--- src/rtl/sprite_compositor.sv ---
// Sprite compositor: overlays NUM_SPRITES one-bit sprites on a one-bit background, registered RGB444 out.
// Collision detection is built only when the SPRITE_COLLISION_EN macro is defined.
module sprite_compositor #(
    parameter int NUM_SPRITES = 4,
    parameter int SPR_W = 60,
    parameter int SPR_H = 60,
    parameter int FRAMES = 3,
    parameter int ADDR_W = 14,
    parameter logic [NUM_SPRITES*12-1:0] SPR_COLORS = '0,
    parameter logic [11:0] BG_ON_COLOR = 12'h000,
    parameter logic [11:0] BG_OFF_COLOR = 12'hfff
) (
    input  logic                          clk,
    input  logic                          reset,
    input  logic                          pix_en,
    input  logic [9:0]                    x,
    input  logic [8:0]                    y,
    input  logic                          active,
    input  logic                          frame_end,
    input  logic [NUM_SPRITES*10-1:0]     sprite_x,
    input  logic [NUM_SPRITES*9-1:0]      sprite_y,
    input  logic [NUM_SPRITES-1:0]        sprite_en,
    input  logic [NUM_SPRITES*2-1:0]      sprite_frame,
    output logic [NUM_SPRITES*ADDR_W-1:0] sprite_addr,
    input  logic [NUM_SPRITES-1:0]        sprite_data,
    input  logic                          bg_data,
    output logic [11:0]                   color,
    output logic [NUM_SPRITES-1:0]        collision_mask,
    output logic                          collision_valid
);

    localparam logic [10:0]       SPR_W_X     = 11'(SPR_W);
    localparam logic [10:0]       SPR_H_Y     = 11'(SPR_H);
    localparam logic [ADDR_W-1:0] FRAME_WORDS = ADDR_W'(SPR_W * SPR_H);

    // Elaboration guard: all animation frames of one sprite must be addressable.
    if (SPR_W * SPR_H * FRAMES > (1 << ADDR_W)) begin : g_addr_check
        $error("sprite image does not fit in ADDR_W");
    end

    logic [NUM_SPRITES-1:0] hit;
    logic [NUM_SPRITES-1:0] hit_d;
    logic [NUM_SPRITES-1:0] vis;
    logic                   active_d;
    logic [ADDR_W-1:0]      offset [NUM_SPRITES];
    logic [11:0]            color_next;

    // Bounds compared at 11 bits so a sprite near the right/bottom edge never wraps to 0.
    always_comb begin
        hit = '0;
        for (int i = 0; i < NUM_SPRITES; i++) begin
            hit[i] = sprite_en[i]
                && ({1'b0, x} >= {1'b0, sprite_x[i*10 +: 10]})
                && ({1'b0, x} <  ({1'b0, sprite_x[i*10 +: 10]} + SPR_W_X))
                && ({2'b00, y} >= {2'b00, sprite_y[i*9 +: 9]})
                && ({2'b00, y} <  ({2'b00, sprite_y[i*9 +: 9]} + SPR_H_Y));
        end
    end

    always_ff @(posedge clk or posedge reset) begin
        if (reset) begin
            for (int i = 0; i < NUM_SPRITES; i++) offset[i] <= '0;
        end else if (frame_end) begin
            for (int i = 0; i < NUM_SPRITES; i++) offset[i] <= '0;
        end else if (pix_en) begin
            for (int i = 0; i < NUM_SPRITES; i++) begin
                if (hit[i]) offset[i] <= offset[i] + 1'b1;
            end
        end
    end

    always_comb begin
        sprite_addr = '0;
        for (int i = 0; i < NUM_SPRITES; i++) begin
            sprite_addr[i*ADDR_W +: ADDR_W] =
                ADDR_W'(sprite_frame[i*2 +: 2]) * FRAME_WORDS + offset[i];
        end
    end

    // RAM data arrives one pixel late; delay hit/active by the same amount.
    always_ff @(posedge clk or posedge reset) begin
        if (reset) begin
            hit_d    <= '0;
            active_d <= 1'b0;
        end else if (pix_en) begin
            hit_d    <= hit;
            active_d <= active;
        end
    end

    assign vis = hit_d & sprite_data;

    always_comb begin
        color_next = bg_data ? BG_ON_COLOR : BG_OFF_COLOR;
        for (int i = NUM_SPRITES - 1; i >= 0; i--) begin
            if (vis[i]) color_next = SPR_COLORS[i*12 +: 12];
        end
        if (!active_d) color_next = 12'h000;
    end

    always_ff @(posedge clk or posedge reset) begin
        if (reset) begin
            color <= 12'h000;
        end else if (pix_en) begin
            color <= color_next;
        end
    end

`ifdef SPRITE_COLLISION_EN
    logic [NUM_SPRITES-1:0] coll_acc;
    logic [NUM_SPRITES-1:0] contrib;
    logic                   multi;

    // Clearing the lowest set bit leaves something only when two or more channels are set.
    assign multi   = |(vis & (vis - NUM_SPRITES'(1)));
    assign contrib = (pix_en && multi) ? vis : '0;

    always_ff @(posedge clk or posedge reset) begin
        if (reset) begin
            coll_acc        <= '0;
            collision_mask  <= '0;
            collision_valid <= 1'b0;
        end else if (frame_end) begin
            collision_mask  <= coll_acc;
            collision_valid <= |coll_acc;
            coll_acc        <= contrib;
        end else begin
            collision_valid <= 1'b0;
            coll_acc        <= coll_acc | contrib;
        end
    end
`else
    assign collision_mask  = '0;
    assign collision_valid = 1'b0;
`endif

endmodule

--- config.mk ---
export PLATFORM = sky130hd
export DESIGN_NAME = sprite_compositor
export DESIGN_NICKNAME = d
export VERILOG_FILES = /design/src/rtl/sprite_compositor.sv
export SDC_FILE = /design/constraint.sdc
export NUM_CORES = 1
export LEC_CHECK = 0
export BUFFER_PORTS_ARGS = -buffer_cell sky130_fd_sc_hd__buf_2
export CORE_ASPECT_RATIO = 0.5
export CORE_MARGIN = 3
export CORE_UTILIZATION = 57
export DETAILED_ROUTE_END_ITERATION = 16
export GPL_TIMING_DRIVEN = 0
export PLACE_DENSITY_LB_ADDON = 0.2
export RECOVER_POWER = 25
export SYNTH_ARGS = -nofsm -noshare
export SYNTH_HDL_FRONTEND = slang
export SYNTH_SLANG_ARGS = --single-unit
--- constraint.sdc ---
create_clock -name clk -period 2.24 [get_ports clk]
set_input_delay 0.112 -clock clk [delete_from_list [all_inputs] [get_ports clk]]
set_output_delay 0.112 -clock clk [all_outputs]
set_load 0.03 [all_outputs]
==> results of run 1 <==
==> sequential cells by signal, indices dropped and copies added, names as in the netlist <==
name and cells:
color 1, active_d 1, offset 56, hit_d 4
==> worst max-delay path by stage <==
stage	cells past startpoint	to	start
3_5_place_dp	12	offset[25]$_DFFE_PP0P_	sprite_y[23]
5_1_grt	13	offset[44]$_DFFE_PP0P_	sprite_y[2]
4_1_cts	13	offset[45]$_DFFE_PP0P_	sprite_y[2]
3_3_place_gp	12	offset[25]$_DFFE_PP0P_	sprite_y[23]
2_1_floorplan	10	offset[25]$_DFFE_PP0P_	sprite_y[23]
6_report	13	offset[45]$_DFFE_PP0P_	sprite_y[2]
==> synth_stat cells (10+ instances only) <==
| cell | number | area share |
|---|---|---|
| ha_1 | 184 | 0.27 |
| inv_1 | 111 | 0.048 |
| a21oi_1 | 87 | 0.051 |
| xnor2_1 | 71 | 0.072 |
| o21ai_0 | 70 | 0.041 |
| nand2_1 | 66 | 0.029 |
| dfrtp_1 | 62 | 0.18 |
| nor2_1 | 46 | 0.020 |
| buf_4 | 34 | 0.030 |
| or3_1 | 31 | 0.023 |
| nand3_1 | 30 | 0.017 |
| nand4_1 | 20 | 0.015 |
| or4_1 | 19 | 0.017 |
| nor2b_1 | 18 | 0.013 |
| nand2b_1 | 17 | 0.012 |
| nor3_1 | 16 | 0.0093 |
| o31ai_1 | 14 | 0.012 |
| clkbuf_1 | 12 | 0.0052 |
| xor2_1 | 11 | 0.011 |
| a31oi_1 | 10 | 0.0073 |
==> what timing repair did <==
item / in CTS / in global routing
buffers inserted: 34 / 18
endpoints found under the hold margin: 26 / 0
hold buffers: 1 / 0
resized for setup: 136 / 130
pin swaps: 57 / 60
setup endpoints to repair: 68 / 68
gates cloned: 7 / 1
==> critical path, stage by stage <==
cell	delay, ns
buf_8	0.10
or4_4	0.55
nand2_2	0.08
xnor2_1	0.07
ha_2	0.17
a21oi_2	0.17
a41oi_2	0.05
a211o_1	0.28
a311oi_4	0.27
nand4_4	0.22
buf_8	0.24
or3_1	0.35
a21oi_1	0.15
==> layout make-up <==
cell class	count	area, µm²
Buffer	50	395
Clock buffer	12	267
Clock inverter	4	20.0
Fill cell	940	2750
Inverter	111	452
Multi-Input combinational cell	828	7340
Sequential cell	62	1560
Tap cell	198	248
Timing Repair Buffer	240	1590
==> through the flow <==
stage	total power [mW]	hold slack, ns	area (µm²)	worst slack [ns]	utilization
after CTS	3.96	0.0335	11200	-0.300	0.767
after detailed placement	2.50	0.215	10000	-1.04	0.684
final	4.08	0.0362	11900	-0.322	0.812
after global routing	4.30	0.0323	11900	-0.389	0.812
after floorplan	2.06	0.264	8820	-0.336	-
after global placement	2.43	0.360	9990	-1.05	0.683
==> per-layer routing <==
layer / routed length (µm) / share of wire / track usage
met2: 13100 / 0.49 / 0.512
met1: 11200 / 0.42 / 0.349
met4: 874 / 0.033 / 0.0881
met5: 21 / 0.00079 / 0
met3: 1500 / 0.056 / 0.0392
==> kinds of logic (layout without fill, tap and decap cells) <==
family                     count (synthesis)  in the layout  share of synthesized area
AOI/OAI and AO/OA                        250            250                      0.179
xor gates and xnor gates                  82             82                     0.0835
adders and majority gates                188            188                      0.277
buffers and inverters                    163            417                     0.0869
DFF                                       62             62                      0.180
muxes                                     10             10                     0.0125
other                                      1              5                   0.000436
and+or+nand+nor                          292            293                      0.180
==> where the power goes <==
part	total [mW]	switching (mW)	leakage (nW)	internal, mW
Combinational	1.62	0.912	4.70	0.704
Clock	1.32	0.492	0.148	0.831
Sequential	1.14	0.0139	0.851	1.13
Total	4.08	1.42	5.70	2.66
==> cells in the final DEF (no fill, tap or decap), types with 22 or more instances in the layout <==
cell type / n
buf_4: 80
nand3_1: 23
dfrtp_1: 55
a21oi_1: 54
ha_1: 166
xnor2_1: 64
nand2_1: 62
o21ai_0: 26
nor2_1: 42
inv_1: 100
buf_2: 164
or3_1: 22
a21oi_2: 33
o21ai_1: 23
==> run summary, run 1 <==
Hold Path Sink: active_d$_DFFE_PP0P_
Dpl hpwl: 17.9 mm
Launch point of the worst hold path: active
Hold crit path type: input port to flip-flop
RR Startpoint: offset[8]$_DFFE_PP0P_
Crit Path Max Fanout: 8
Pre-antenna DRT Iters: 5
Maxcap violations: 0
Final Net Count: 1607
Die Area: 16700 µm²
Clock Latency Late Sink: 0.33 ns
Final Wtd Congestion: 0.902
Fin crit share: 1.14
WL/cell: 17.7 µm
Row cnt: 31
Die height: 92.8 µm
Register area share after synthesis: 0.180
Fraction of layout instances using a drive strength above 1: 0.364
Crit path DAT: 2.81 ns
Worst slew pin tran: 1.06 ns
Peak VDD IR: 0.000349 V
EDFF count, synth: 0
# setup viols final: 59
Crit path launch type: input port
Final Hold Viols: 0
Diode count: 0
Synth cell types: 60
Vias in the first global route: 8738
Post-Synthesis Cells: 1048
Routed vias: 8999
Top FF cell, synth: dfrtp_1
Cells after DPL: 1434
CTS clk-pin slew, worst paths: 0.05 ns
FF-to-FF path depth: 5
CTS Sinks: 62
CTS tree: done
Worst setup margin: -0.322 ns
Critical Path End Type: flip-flop
Seq cells post-synth: 62
Top-level port count: 190
Worst Skew: 0.00409 ns
CTS Buffer Depth: 2
Hold Crit Depth: 2
Status: finished, violations left
Synth Warn #: 0
Detailed Route WL: 26.6 mm
Routed vias/inst: 5.98
Synth Area per Inst: 8.20 µm²
Antenna violation net count after detailed routing: 0
Worst Path Required: 2.49 ns
Slew HR: 0.290
P_leak: 5.70 nW
CORE AREA: 14600 µm²
First-pass GRT wire length: 39.9 mm
Flop2flop setup slack: -0.17 ns
Grt total ovfl: 0
Tmin final: 2.56 ns
WS Path Type: input port to flip-flop
Power density over the cells: 344 nW/µm²
Largest net degree at the start of global routing: 37
Initial antenna violation count: 2
# DRC: 0
Post-Syn Area: 8600 µm²
H-Tree Depth: 3
Final Max Tran Viols: 0
Total CTS buffers: 9
Root buf cell: clkbuf_16
Async S/R FF share, synth: 1.00
Reg-to-Reg End: offset[13]$_DFFE_PP0P_
DR iter-0 viols: 519
Chip width: 180 µm
Starting density of the core: 0.588
Setup TNS: -10.57 ns
Failing checks: negative setup slack
F_max: 390 MHz
Final cell count without fillers: 1505
PortBufs: 183
Area delta synth->final: 38.1%
Unrepaired setup endpoints after global routing: true
Total track usage: 0.282
(Power assumes the default switching activity.)
==> run 2, diff against run 1 <==
--- a/config.mk
+++ b/config.mk
@@ -6,7 +6,7 @@
 export NUM_CORES = 1
 export LEC_CHECK = 0
 export BUFFER_PORTS_ARGS = -buffer_cell sky130_fd_sc_hd__buf_2
-export CORE_ASPECT_RATIO = 0.5
+export CORE_ASPECT_RATIO = 0.75
 export CORE_MARGIN = 3
 export CORE_UTILIZATION = 57
 export DETAILED_ROUTE_END_ITERATION = 16
==> run summary, run 2 (synthesis gave the netlist of run 1 again) <==
Final Hold Viols: 0
Wire length on met2: 12.9 mm
CP max stage delay: 0.32 ns
Top sig layer: met5
Initial antenna violation count: 2
Routed vias: 8895
P_leak: 5.71 nW
Final Wtd Congestion: 0.894
M1 WL: 12.0 mm
Tmin final: 2.57 ns
Final Net Count: 1608
PortBufs: 183
Worst slew pin tran: 0.941 ns
WS Path Type: input port to flip-flop
Power density over the cells: 355 nW/µm²
Antenna violation net count after detailed routing: 0
Starting density of the core: 0.589
Detailed Route WL: 26.8 mm
Failing checks: negative setup slack
Worst Path Required: 2.43 ns
# setup viols final: 57
Commonest non-fill, non-tap cells in the layout: ha_1, buf_2, inv_1
Worst setup margin: -0.326 ns
Status: finished, violations left
Maxcap violations: 0
Hold crit path type: input port to flip-flop
Grt total ovfl: 0
# DRC: 0
Diode count: 0
CTS Sinks: 62
Commonest non-fill, non-tap cell in the layout: ha_1
Total CTS buffers: 9
Critical path cell sequence: buf_6, nor4_4, nand2b_4, xnor2_2, ha_1, a211o_1, or3_1, a31oi_1, nand4b_1, buf_6, buf_8, buf_8, o31ai_4, a21oi_2
Area of placed instances: 10000 µm²
Crit Path Max Fanout: 7
Fin crit share: 1.15
Fraction of layout instances using a drive strength above 1: 0.353
Worst Skew: 0.00866 ns
CTS Buffer Depth: 2
Final Max Tran Viols: 0
CTS tree: done
Die height: 112 µm
Crit path DAT: 2.76 ns
Critical Path End Type: flip-flop
Top-level port count: 190
Largest regs: offset: 56 flops, hit_d: 4 flops
Top reg by flops: offset
Chip width: 148 µm
CP max stage cell: or3_1
F_max: 390 MHz
H-Tree Depth: 3
Root buf cell: clkbuf_16
Dpl hpwl: 18.0 mm
Largest net degree at the start of global routing: 40
Max reg flops: 56
Hold Slack: 0.0153 ns
Die Area: 16600 µm²
Total track usage: 0.302
Peak VDD IR: 0.000381 V
CORE AREA: 14600 µm²
Total power: 4.19 mW
WL/cell: 17.8 µm
DR iter-0 viols: 592
Slew HR: 0.372
Pre-antenna DRT Iters: 5
Vias in the first global route: 8650
Routed vias/inst: 5.90
Fill cells: 927
Final instance area: 11800 µm²
Unrepaired setup endpoints after global routing: true
First-pass GRT wire length: 41.6 mm
Clock Latency Late Sink: 0.34 ns
Row cnt: 38
Crit path launch type: input port
Met3 wire len: 1.64 mm
Area delta synth->final: 37.3%
CTS clk-pin slew, worst paths: 0.05 ns
run 2: changes by cell type in the layout (fill, tap and decap cells not counted), sizes merged:
cell / delta
bufinv: +1
clkbuf: +1
clkinv: -1
inv: -1
run 2: cell type report:
type	instances	area, µm²	share of cell area
plain buffers	50	394	0.0334
clock buffers	12	256	0.0217
clock inverters	3	43.8	0.00371
inverters	111	452	0.0383
multi-input cells	828	7210	0.611
flip-flops and latches	62	1560	0.132
well taps	200	250	0.0212
repair buffers	241	1640	0.139
run 2: final timing paths:
kind                                             start                     end  slack, ns  depth (start not counted)
worst max-delay path                      sprite_y[21]  offset[22]$_DFFE_PP0P_      -0.33                         14
worst min-delay path                            active    active_d$_DFFE_PP0P_       0.02                          2
worst max register to register  offset[46]$_DFFE_PP0P_  offset[55]$_DFFE_PP0P_       0.07                          9
worst min register to register    hit_d[3]$_DFFE_PP0P_    hit_d[3]$_DFFE_PP0P_       0.53                          2
max in group asynchronous                        reset  offset[37]$_DFFE_PP0P_       0.49                          4
min in group asynchronous                        reset   offset[5]$_DFFE_PP0P_       0.55                          3
run 2: power by group:
| part | switching, mW | internal (mW) |
|---|---|---|
| Combinational | 0.912 | 0.693 |
| Sequential | 0.0183 | 1.13 |
| Clock | 0.525 | 0.916 |
run 2: per-layer routing:
layer / GRT usage / vias up
met3: 0.0557 / 43
li1: - / 4272
met1: 0.412 / 4209
met5: 0 / -
met2: 0.504 / 367
met4: 0.0634 / 4
run 2: critical path: cells and delay by family:
| family | cells | cell delay [ns] |
|---|---|---|
| xor gates and xnor gates | 1 | 0.07 |
| and+or+nand+nor | 4 | 0.92 |
| adders and majority gates | 1 | 0.30 |
| AOI/OAI and AO/OA | 4 | 0.81 |
| buffers and inverters | 4 | 0.55 |
run 2: timing repair:
action	4_1_cts	5_1_grt
setup buffers	30	20
gates cloned	10	0
hold endpoints to repair	23	0
hold buffers	1	0
pin swaps	58	62
endpoints found under the setup margin	67	71
gates resized for setup	138	112
run 2: per-stage QoR:
stage | worst slack [ns] | TNS, ns | utilization | std cells
final | -0.326 | -9.60 | 0.809 | 1507
after global routing | -0.428 | -15.13 | 0.809 | 1507
after CTS | -0.242 | -6.70 | 0.771 | 1490
after detailed placement | -0.966 | -42.44 | 0.686 | 1436
after global placement | -0.907 | -55.74 | 0.684 | 1435
after floorplan | -0.336 | -6.42 | - | 1052
